<file path="src/rtl/gfx_barycentric.sv">
// Barycentric weight generator: turns two edge-function values and the doubled
// triangle area into three fixed-point weights using two bit-serial restoring dividers.
module gfx_barycentric #(
    parameter int point_width  = 16,
    parameter int factor_width = 16
) (
    input  logic                            clk_i,
    input  logic                            rst_i,
    input  logic                            write_i,
    input  logic [point_width-1:0]          x_counter_i,
    input  logic [point_width-1:0]          y_counter_i,
    input  logic signed [2*point_width-1:0] triangle_edge0_i,
    input  logic signed [2*point_width-1:0] triangle_edge1_i,
    input  logic signed [2*point_width-1:0] triangle_area_i,
    output logic                            ack_o,
    output logic                            write_o,
    input  logic                            ack_i,
    output logic [point_width-1:0]          x_counter_o,
    output logic [point_width-1:0]          y_counter_o,
    output logic [factor_width:0]           factor0_o,
    output logic [factor_width:0]           factor1_o,
    output logic [factor_width:0]           factor2_o
);

    localparam int ew  = 2 * point_width;
    localparam int rw  = ew + 1;
    localparam int fw1 = factor_width + 1;
    localparam int cw  = $clog2(factor_width + 2);
    localparam logic [fw1-1:0] one_c       = {1'b1, {factor_width{1'b0}}};
    localparam logic [cw-1:0]  last_step_c = cw'(factor_width);

    typedef enum logic [1:0] {
        ST_IDLE     = 2'd0,
        ST_DIV      = 2'd1,
        ST_WRITE    = 2'd2,
        ST_WAIT_ACK = 2'd3
    } state_t;

    state_t                 state_q, state_d;
    logic [point_width-1:0] x_q, x_d, y_q, y_d;
    logic signed [ew-1:0]   area_q, area_d;
    logic [rw-1:0]          rem0_q, rem0_d, rem1_q, rem1_d;
    logic [fw1-1:0]         quo0_q, quo0_d, quo1_q, quo1_d;
    logic                   sat0_q, sat0_d, sat1_q, sat1_d;
    logic [cw-1:0]          cnt_q, cnt_d;
    logic [point_width-1:0] x_o_q, x_o_d, y_o_q, y_o_d;
    logic [fw1-1:0]         f0_q, f0_d, f1_q, f1_d, f2_q, f2_d;
    logic                   write_o_q, write_o_d, ack_o_q, ack_o_d;

    logic [ew-1:0]  edge0_c_s, edge1_c_s;
    logic [rw:0]    step0_s, step1_s;
    logic [fw1-1:0] quo0_next_s, quo1_next_s, fin0_s, fin1_s;

    // The numerator is edge << factor_width, so its low bits are all zero: the
    // remainder starts at the edge value and shifts in zeros, one quotient bit per step.
    function automatic logic [rw:0] div_step(input logic [rw-1:0] rem, input logic [rw-1:0] den);
        logic          ge;
        logic [rw-1:0] diff;
        ge   = (rem >= den);
        diff = ge ? (rem - den) : rem;
        return {diff[rw-2:0], 1'b0, ge};
    endfunction

    function automatic logic [fw1-1:0] third_factor(input logic [fw1-1:0] a, input logic [fw1-1:0] b);
        logic signed [fw1+1:0] full;
        full = $signed({2'b00, one_c}) - $signed({2'b00, a}) - $signed({2'b00, b});
        return full[fw1+1] ? {fw1{1'b0}} : full[fw1-1:0];
    endfunction

    assign edge0_c_s   = triangle_edge0_i[ew-1] ? {ew{1'b0}} : triangle_edge0_i;
    assign edge1_c_s   = triangle_edge1_i[ew-1] ? {ew{1'b0}} : triangle_edge1_i;
    assign step0_s     = div_step(rem0_q, {1'b0, area_q});
    assign step1_s     = div_step(rem1_q, {1'b0, area_q});
    assign quo0_next_s = {quo0_q[fw1-2:0], step0_s[0]};
    assign quo1_next_s = {quo1_q[fw1-2:0], step1_s[0]};
    assign fin0_s      = sat0_q ? one_c : quo0_next_s;
    assign fin1_s      = sat1_q ? one_c : quo1_next_s;

    // Next-state and datapath update for the pixel handshake FSM.
    always_comb begin
        state_d   = state_q;
        x_d       = x_q;
        y_d       = y_q;
        area_d    = area_q;
        rem0_d    = rem0_q;
        rem1_d    = rem1_q;
        quo0_d    = quo0_q;
        quo1_d    = quo1_q;
        sat0_d    = sat0_q;
        sat1_d    = sat1_q;
        cnt_d     = cnt_q;
        x_o_d     = x_o_q;
        y_o_d     = y_o_q;
        f0_d      = f0_q;
        f1_d      = f1_q;
        f2_d      = f2_q;
        write_o_d = 1'b0;
        ack_o_d   = 1'b0;
        case (state_q)
            ST_IDLE: begin
                if (write_i) begin
                    x_d     = x_counter_i;
                    y_d     = y_counter_i;
                    area_d  = triangle_area_i;
                    rem0_d  = {1'b0, edge0_c_s};
                    rem1_d  = {1'b0, edge1_c_s};
                    quo0_d  = {fw1{1'b0}};
                    quo1_d  = {fw1{1'b0}};
                    sat0_d  = (edge0_c_s > $unsigned(triangle_area_i));
                    sat1_d  = (edge1_c_s > $unsigned(triangle_area_i));
                    cnt_d   = {cw{1'b0}};
                    state_d = ST_DIV;
                end else begin
                    state_d = ST_IDLE;
                end
            end
            ST_DIV: begin
                if (area_q[ew-1] || (area_q == {ew{1'b0}})) begin
                    x_o_d   = x_q;
                    y_o_d   = y_q;
                    f0_d    = {fw1{1'b0}};
                    f1_d    = {fw1{1'b0}};
                    f2_d    = one_c;
                    state_d = ST_WRITE;
                end else begin
                    rem0_d = step0_s[rw:1];
                    rem1_d = step1_s[rw:1];
                    quo0_d = quo0_next_s;
                    quo1_d = quo1_next_s;
                    cnt_d  = cnt_q + cw'(1);
                    if (cnt_q == last_step_c) begin
                        x_o_d   = x_q;
                        y_o_d   = y_q;
                        f0_d    = fin0_s;
                        f1_d    = fin1_s;
                        f2_d    = third_factor(fin0_s, fin1_s);
                        state_d = ST_WRITE;
                    end else begin
                        state_d = ST_DIV;
                    end
                end
            end
            ST_WRITE: begin
                write_o_d = 1'b1;
                state_d   = ST_WAIT_ACK;
            end
            ST_WAIT_ACK: begin
                if (ack_i) begin
                    ack_o_d = 1'b1;
                    state_d = ST_IDLE;
                end else begin
                    state_d = ST_WAIT_ACK;
                end
            end
            default: begin
                state_d = ST_IDLE;
            end
        endcase
    end

    // State and output registers, cleared asynchronously by reset.
    always_ff @(posedge clk_i or negedge rst_i) begin
        if (!rst_i) begin
            state_q   <= ST_IDLE;
            x_q       <= '0;
            y_q       <= '0;
            area_q    <= '0;
            rem0_q    <= '0;
            rem1_q    <= '0;
            quo0_q    <= '0;
            quo1_q    <= '0;
            sat0_q    <= 1'b0;
            sat1_q    <= 1'b0;
            cnt_q     <= '0;
            x_o_q     <= '0;
            y_o_q     <= '0;
            f0_q      <= '0;
            f1_q      <= '0;
            f2_q      <= '0;
            write_o_q <= 1'b0;
            ack_o_q   <= 1'b0;
        end else begin
            state_q   <= state_d;
            x_q       <= x_d;
            y_q       <= y_d;
            area_q    <= area_d;
            rem0_q    <= rem0_d;
            rem1_q    <= rem1_d;
            quo0_q    <= quo0_d;
            quo1_q    <= quo1_d;
            sat0_q    <= sat0_d;
            sat1_q    <= sat1_d;
            cnt_q     <= cnt_d;
            x_o_q     <= x_o_d;
            y_o_q     <= y_o_d;
            f0_q      <= f0_d;
            f1_q      <= f1_d;
            f2_q      <= f2_d;
            write_o_q <= write_o_d;
            ack_o_q   <= ack_o_d;
        end
    end

    assign write_o     = write_o_q;
    assign ack_o       = ack_o_q;
    assign x_counter_o = x_o_q;
    assign y_counter_o = y_o_q;
    assign factor0_o   = f0_q;
    assign factor1_o   = f1_q;
    assign factor2_o   = f2_q;

endmodule

</file>
<file path="config.mk">
export PLATFORM = sky130hd
export DESIGN_NAME = gfx_barycentric
export DESIGN_NICKNAME = d
export VERILOG_FILES = /design/src/rtl/gfx_barycentric.sv
export SDC_FILE = /design/constraint.sdc
export NUM_CORES = 1
export LEC_CHECK = 0
export ABC_AREA = 1
export CORE_MARGIN = 8
export CORE_UTILIZATION = 45
export CTS_CLUSTER_SIZE = 16
export DETAILED_ROUTE_END_ITERATION = 16
export PLACE_DENSITY = 0.67
export SLEW_MARGIN = 20
export SYNTH_ARGS = -nofsm -noshare
export SYNTH_HDL_FRONTEND = slang
export SYNTH_SLANG_ARGS = --single-unit
export TNS_END_PERCENT = 100
</file>
<file path="constraint.sdc">
create_clock -name clk_i -period 4.77 [get_ports clk_i]
set_input_delay 0.7155 -clock clk_i [delete_from_list [all_inputs] [get_ports clk_i]]
set_output_delay 0.7155 -clock clk_i [all_outputs]
set_load 0.03 [all_outputs]
</file>
Yosys cells after proc, flatten, opt, wreduce, memory -nomap -nowiden
Cells that the tools add are included.
- logic and storage cells: 80
- register bits after elaboration: 256
- order comparisons: 4
- reduce and logical (&&, ||, !) cells: 8
- eq/ne operators: 6
- muxes and demuxes: 39
- add/subtract/negate cells: 5
- operator list (operator ; number):
    17-bit two-way mux ; 9
    33-bit two-way mux ; 4
    33-bit one-hot mux with 2 select lines ; 2
    16-bit two-way mux ; 7
    33-bit by 32-bit greater-or-equal comparator with 1-bit output ; 2
    31-bit by 32-bit greater-than comparator with 1-bit output ; 2
    32-bit two-way mux ; 2
    16-bit one-hot mux with 2 select lines ; 2
    32-bit subtractor ; 2
    31-bit two-way mux ; 2
    32-bit zero test ; 1
    18-bit by 18-bit subtractor with 19-bit output ; 1
    17-bit by 17-bit subtractor with 18-bit output, first input constant ; 1
    5-bit two-way mux ; 2
    5-bit one-hot mux with 2 select lines ; 1
    2-bit one-hot mux with 4 select lines ; 1
    2-bit two-way mux ; 3
    5-bit by 1-bit adder with 5-bit output, second input constant ; 1
    5-bit equality test, second input constant ; 1
    2-bit equality test, second input constant ; 2
    1-bit two-way mux ; 4
    2-bit != test, second input constant ; 2
    2-bit AND reduction ; 2
    2-bit nonzero test ; 2
    other kinds (4) ; 4

Depth between registers and ports, before layout
- depth in word-level cells: 7
- depth in mapped cells: 34

Least setup slack after synthesis
No wires, ideal clock.
- path type: flip-flop to flip-flop
- from: register area_q[12]
- to: register f2_q[12], in the netlist factor2_o[12]
- slack: 0.769 ns
- stages on the path, launching flop included: 33
- arrival time: 3.927 ns
- library setup time: 0.074 ns
- cell sequence: dfrtp_1 -> inv_1 -> ha_1 -> nand2_1 -> inv_2 -> nand2_1 -> nand2_1 -> a21oi_2 -> nand3_2 -> nand2_2 -> nand2_4 -> nand2_4 -> ha_1 -> inv_1 -> nor2_1 -> inv_1 -> nor2_1 -> nand3_1 -> inv_1 -> nand4_1 -> xor2_1 -> ha_1 -> nand2_1 -> nor2_1 -> nand2_1 -> o21ai_0 -> nand3_1 -> nand2_1 -> a21o_1 -> nand2_4 -> inv_4 -> nand2_8 -> o21ai_2
- cells in the longest elaborated chain, start to end: 7
- elaborated cells between the ends (all ways): 13
- those cells by class: 2 x add/sub; 2 x order compare; 5 x mux; 4 x reduce/logical
- RTL lines (what ; line ; text):
    from (decl) ; 41 ; logic signed [ew-1:0] area_q, area_d;
    from (signal assigned) ; 186 ; area_q <= area_d;
    33-bit by 32-bit greater-or-equal comparator with 1-bit output ; 59 ; ge = (rem >= den);
    17-bit two-way mux ; 76 ; assign fin0_s = sat0_q ? one_c : quo0_next_s;
    17-bit by 17-bit subtractor with 18-bit output ; 66 ; full = $signed({2'b00, one_c}) - $signed({2'b00, a}) - $signed({2'b00, b});
    18-bit by 18-bit subtractor with 19-bit output ; 66 ;
    17-bit two-way mux ; 67 ; return full[fw1+1] ? {fw1{1'b0}} : full[fw1-1:0];
    17-bit two-way mux ; 131 ; if (cnt_q == last_step_c) begin
    17-bit two-way mux ; 118 ; if (area_q[ew-1] || (area_q == {ew{1'b0}})) begin
    to (signal assigned) ; 179 ; f2_q <= '0;
    to (signal assigned) ; 198 ; f2_q <= f2_d;
    to (decl) ; 47 ; logic [fw1-1:0] f0_q, f0_d, f1_q, f1_d, f2_q, f2_d;
Several ways; a longest one is shown, not always the timed one. The select of a mux whose other input is x is not followed.
A chain may end at the register's enable or synchronous reset.

Final worst setup path
- from: register area_q[15]
- to: register f2_q[4], in the netlist factor2_o[4]
Same word-level chain as after synthesis.

==> metrics.txt <==
Async S/R FF share, synth=between 90% and 100%; CP Class=reg -> reg; H-tree depth=1; RSZ-0062 raised after global routing=false; Iter 0 DRT Violations=between 1000 and 1500; status=completed; area growth from synthesis to final layout=21.56%; remaining antenna violation count=0; Max FO, Critical Path=6; worst min-delay path category=in -> async; most common cell after layout, fill and taps aside=nand2_1; gr usage total=between 20% and 30%; Worst setup SP type=register; core region area=a little under 40000 µm²; largest net degree at the start of global routing=about 120; most frequent cells in the layout=nand2_1 (571), inv_1 (328), dfrtp_1 (256), clkdlybuf4s50_1 (215), nor2_1 (198); Post-CTS Hold Fix Bufs=0; count of flip-flops with a built-in enable after synthesis=0; slew at the pin closest to its max-slew limit=around 0.90 ns; Starting Density=around 45%; min cycle time layout=roughly 4.4 ns; via/cell ratio=5.383; number of placement rows=72; num ports=approximately 220; port bufs=~220; largest family of logic cells by synthesized area=simple AND/OR/NAND/NOR gates; Warnings, synthesis=0; post-synthesis sequential area ratio=a little under two fifths; Die ar.=~45000 µm²; Worst Clk Skew=approximately 0.012 ns; CTS Root Cell=clkbuf_16; synthesis-stage register bit count=256; fin nets=~2800; critical path's largest stage delay=approximately 0.38 ns; Die Width=212.9 µm; Final Max Slew Viols=0; DPL Wire Length=around 46000 µm; CP required=5.27 ns; wirelength, routed=around 59000 µm; Clock transition at path regs=approximately 0.06 ns; part of the cycle the worst path needs=92.14%; Peak Freq=between 200 and 250 MHz; antenna violations before repair=0; Diodes inserted=0; WL/cell=around 19 µm; Synth Area in Simple Gates=between 20% and 30%; Crit-path slowest cell=ha_1; Post-Synth XOR/XNOR Area=between 3 and 4%; vias in the first global route=16490; DRC viols=0; Syn Nets=2633; final setup TNS=0 ns; Synth Area in Adders=10.75%; CP most frequent cell=nand2_1; post-synth cell types=54; final RePlAce weighted congestion=0.9792; Data arrival, critical path=a little under 5 ns; setup violators final=0; CTS tree=built; DIE HEIGHT=between 200 and 250 µm; Mapped Cells=2353; ys flop type=dfrtp_1; Vias=16620; CTS Buf Count=30; total congestion overflow=0; Mapped Area=17440 µm²; Compound-Gate Fraction of Synth Area=a little under a fifth; Syn Area/Cell=7.411 µm²; Clock Sinks=approximately 260; max-cap viol count=0; share of layout cells above drive strength 1=around 5.8%; Worst-Skew Late Latency=0.57 ns; CP endpoint kind=register; Pre-antenna DRT Iters=5; Slew headroom=39.71%; first-pass GRT wire length=approximately 92000 µm; CTS max path bufs=3; hold violation count in the final report=0; mux contribution to synthesized area=0%
synth_stat cells (2+ instances only):
master     instances  area [µm²]
nand2_1          575        2158
inv_1            334        1254
dfrtp_1          256        6406
nor2_1           200       750.7
o21ai_0          195       975.9
a21oi_1          166       830.8
ha_1             145        1814
nand3_1           60       300.3
clkbuf_1          54       202.7
xor2_1            51       446.7
o211ai_1          45       337.8
o22ai_1           37       231.5
xnor2_1           25       219.0
buf_2             21       105.1
o21ai_1           19       95.09
nand4_1           15       93.84
a21o_1            14       105.1
nor3_1            14       70.07
o21ai_2           14       122.6
a31oi_1           10       62.56
nand2_2           10       62.56
o21a_1            10       75.07
o21bai_1           8       60.06
nor4_1             7       43.79
o221ai_1           7       61.31
nand2_4            5       56.30
a21oi_2            4       35.03
buf_1              4       15.01
inv_2              4       15.01
nand3_2            4       40.04
nand3b_1           4       30.03
nor2_2             4       25.02
o211a_1            4       40.04
fa_1               3       60.06
a221oi_1           2       17.52
a22o_1             2       17.52
clkinv_1           2       7.510
nor2_4             2       22.52
o2111ai_1          2       17.52
per-layer routing:
metal,GRT usage (%),part of all wire (%)
met1,33.25,43
met4,10.71,4.6
met3,3.684,6.8
met5,0,0
met2,43.14,46
what timing repair did:
item                                    4_1_cts  5_1_grt
setup buffers                                 0        1
gates resized for setup                       0       16
endpoints found under the setup margin        0       17
worst max-delay path, delay by kind of cell (launching register included):
family	cells	cell delay, ns
AO/OA/AOI/OAI	3	0.44
XOR/XNOR	1	0.17
adder cells (fa/ha/maj)	3	0.88
buffers and inverters	4	0.31
flip-flops	1	0.36
AND/OR/NAND/NOR	21	2.10
cell type report:
cell class,count,area [µm²]
Fill cell,3752,17270
Multi-Input combinational cell,1675,9480
Sequential cell,256,6406
Timing Repair Buffer,244,2415
Inverter,341,1282
Clock buffer,37,808.3
Tap cell,518,648.1
Clock inverter,16,157.7
logic make-up (layout without fill, tap and decap cells):
kind of cell               after synthesis  after routing
AOI/OAI and AO/OA                      545            545
DFF                                    256            256
xor gates and xnor gates                76             76
and+or+nand+nor                        906            906
adders and majority gates              148            148
buffers and inverters                  422            638
flip-flops by register name, indices dropped and copies added (netlist names):
| name | count |
|---|---|
| rem0_q | 33 |
| quo1_q | 16 |
| factor2_o | 17 |
| factor0_o | 17 |
| sat0_q | 1 |
| x_counter_o | 16 |
| sat1_q | 1 |
| quo0_q | 16 |
| factor1_o | 17 |
| ack_o | 1 |
| cnt_q | 5 |
| y_counter_o | 16 |
| y_q | 16 |
| area_q | 32 |
| x_q | 16 |
| write_o | 1 |
| rem1_q | 33 |
| state_q | 2 |
per-stage QoR:
step | instances | utilization (%) | hold WS, ns | instance area (µm²) | setup slack, ns
final | 3087 | 55.11 | 0.2157 | 21200 | 0.3751
after global routing | 3087 | 55.11 | 0.2980 | 21200 | 0.003797
after CTS | 3086 | 54.95 | 0.2539 | 21140 | 0.1559
after detailed placement | 3033 | 52.44 | 0.4336 | 20170 | 0.1934
after global placement | 3033 | 52.44 | 0.4315 | 20170 | 0.2420
after floorplan | 2353 | - | 0.4199 | 17440 | 0.7690
final timing paths:
kind | start | end | depth (start not counted) | slack, ns
worst max-delay path | area_q[15] | factor2_o[4] | 32 | 0.38
min in group clk_i | state_q[0] | write_o | 1 | 0.44
worst max register to register | area_q[15] | factor2_o[4] | 32 | 0.38
max in group asynchronous | rst_i | factor2_o[7] | 2 | 3.50
worst min-delay path | rst_i | y_q[10] | 1 | 0.22
worst min register to register | state_q[0] | write_o | 1 | 0.44
Power is not shown: default switching activity piles up to over one toggle a cycle in this logic, so the estimate is an artifact.
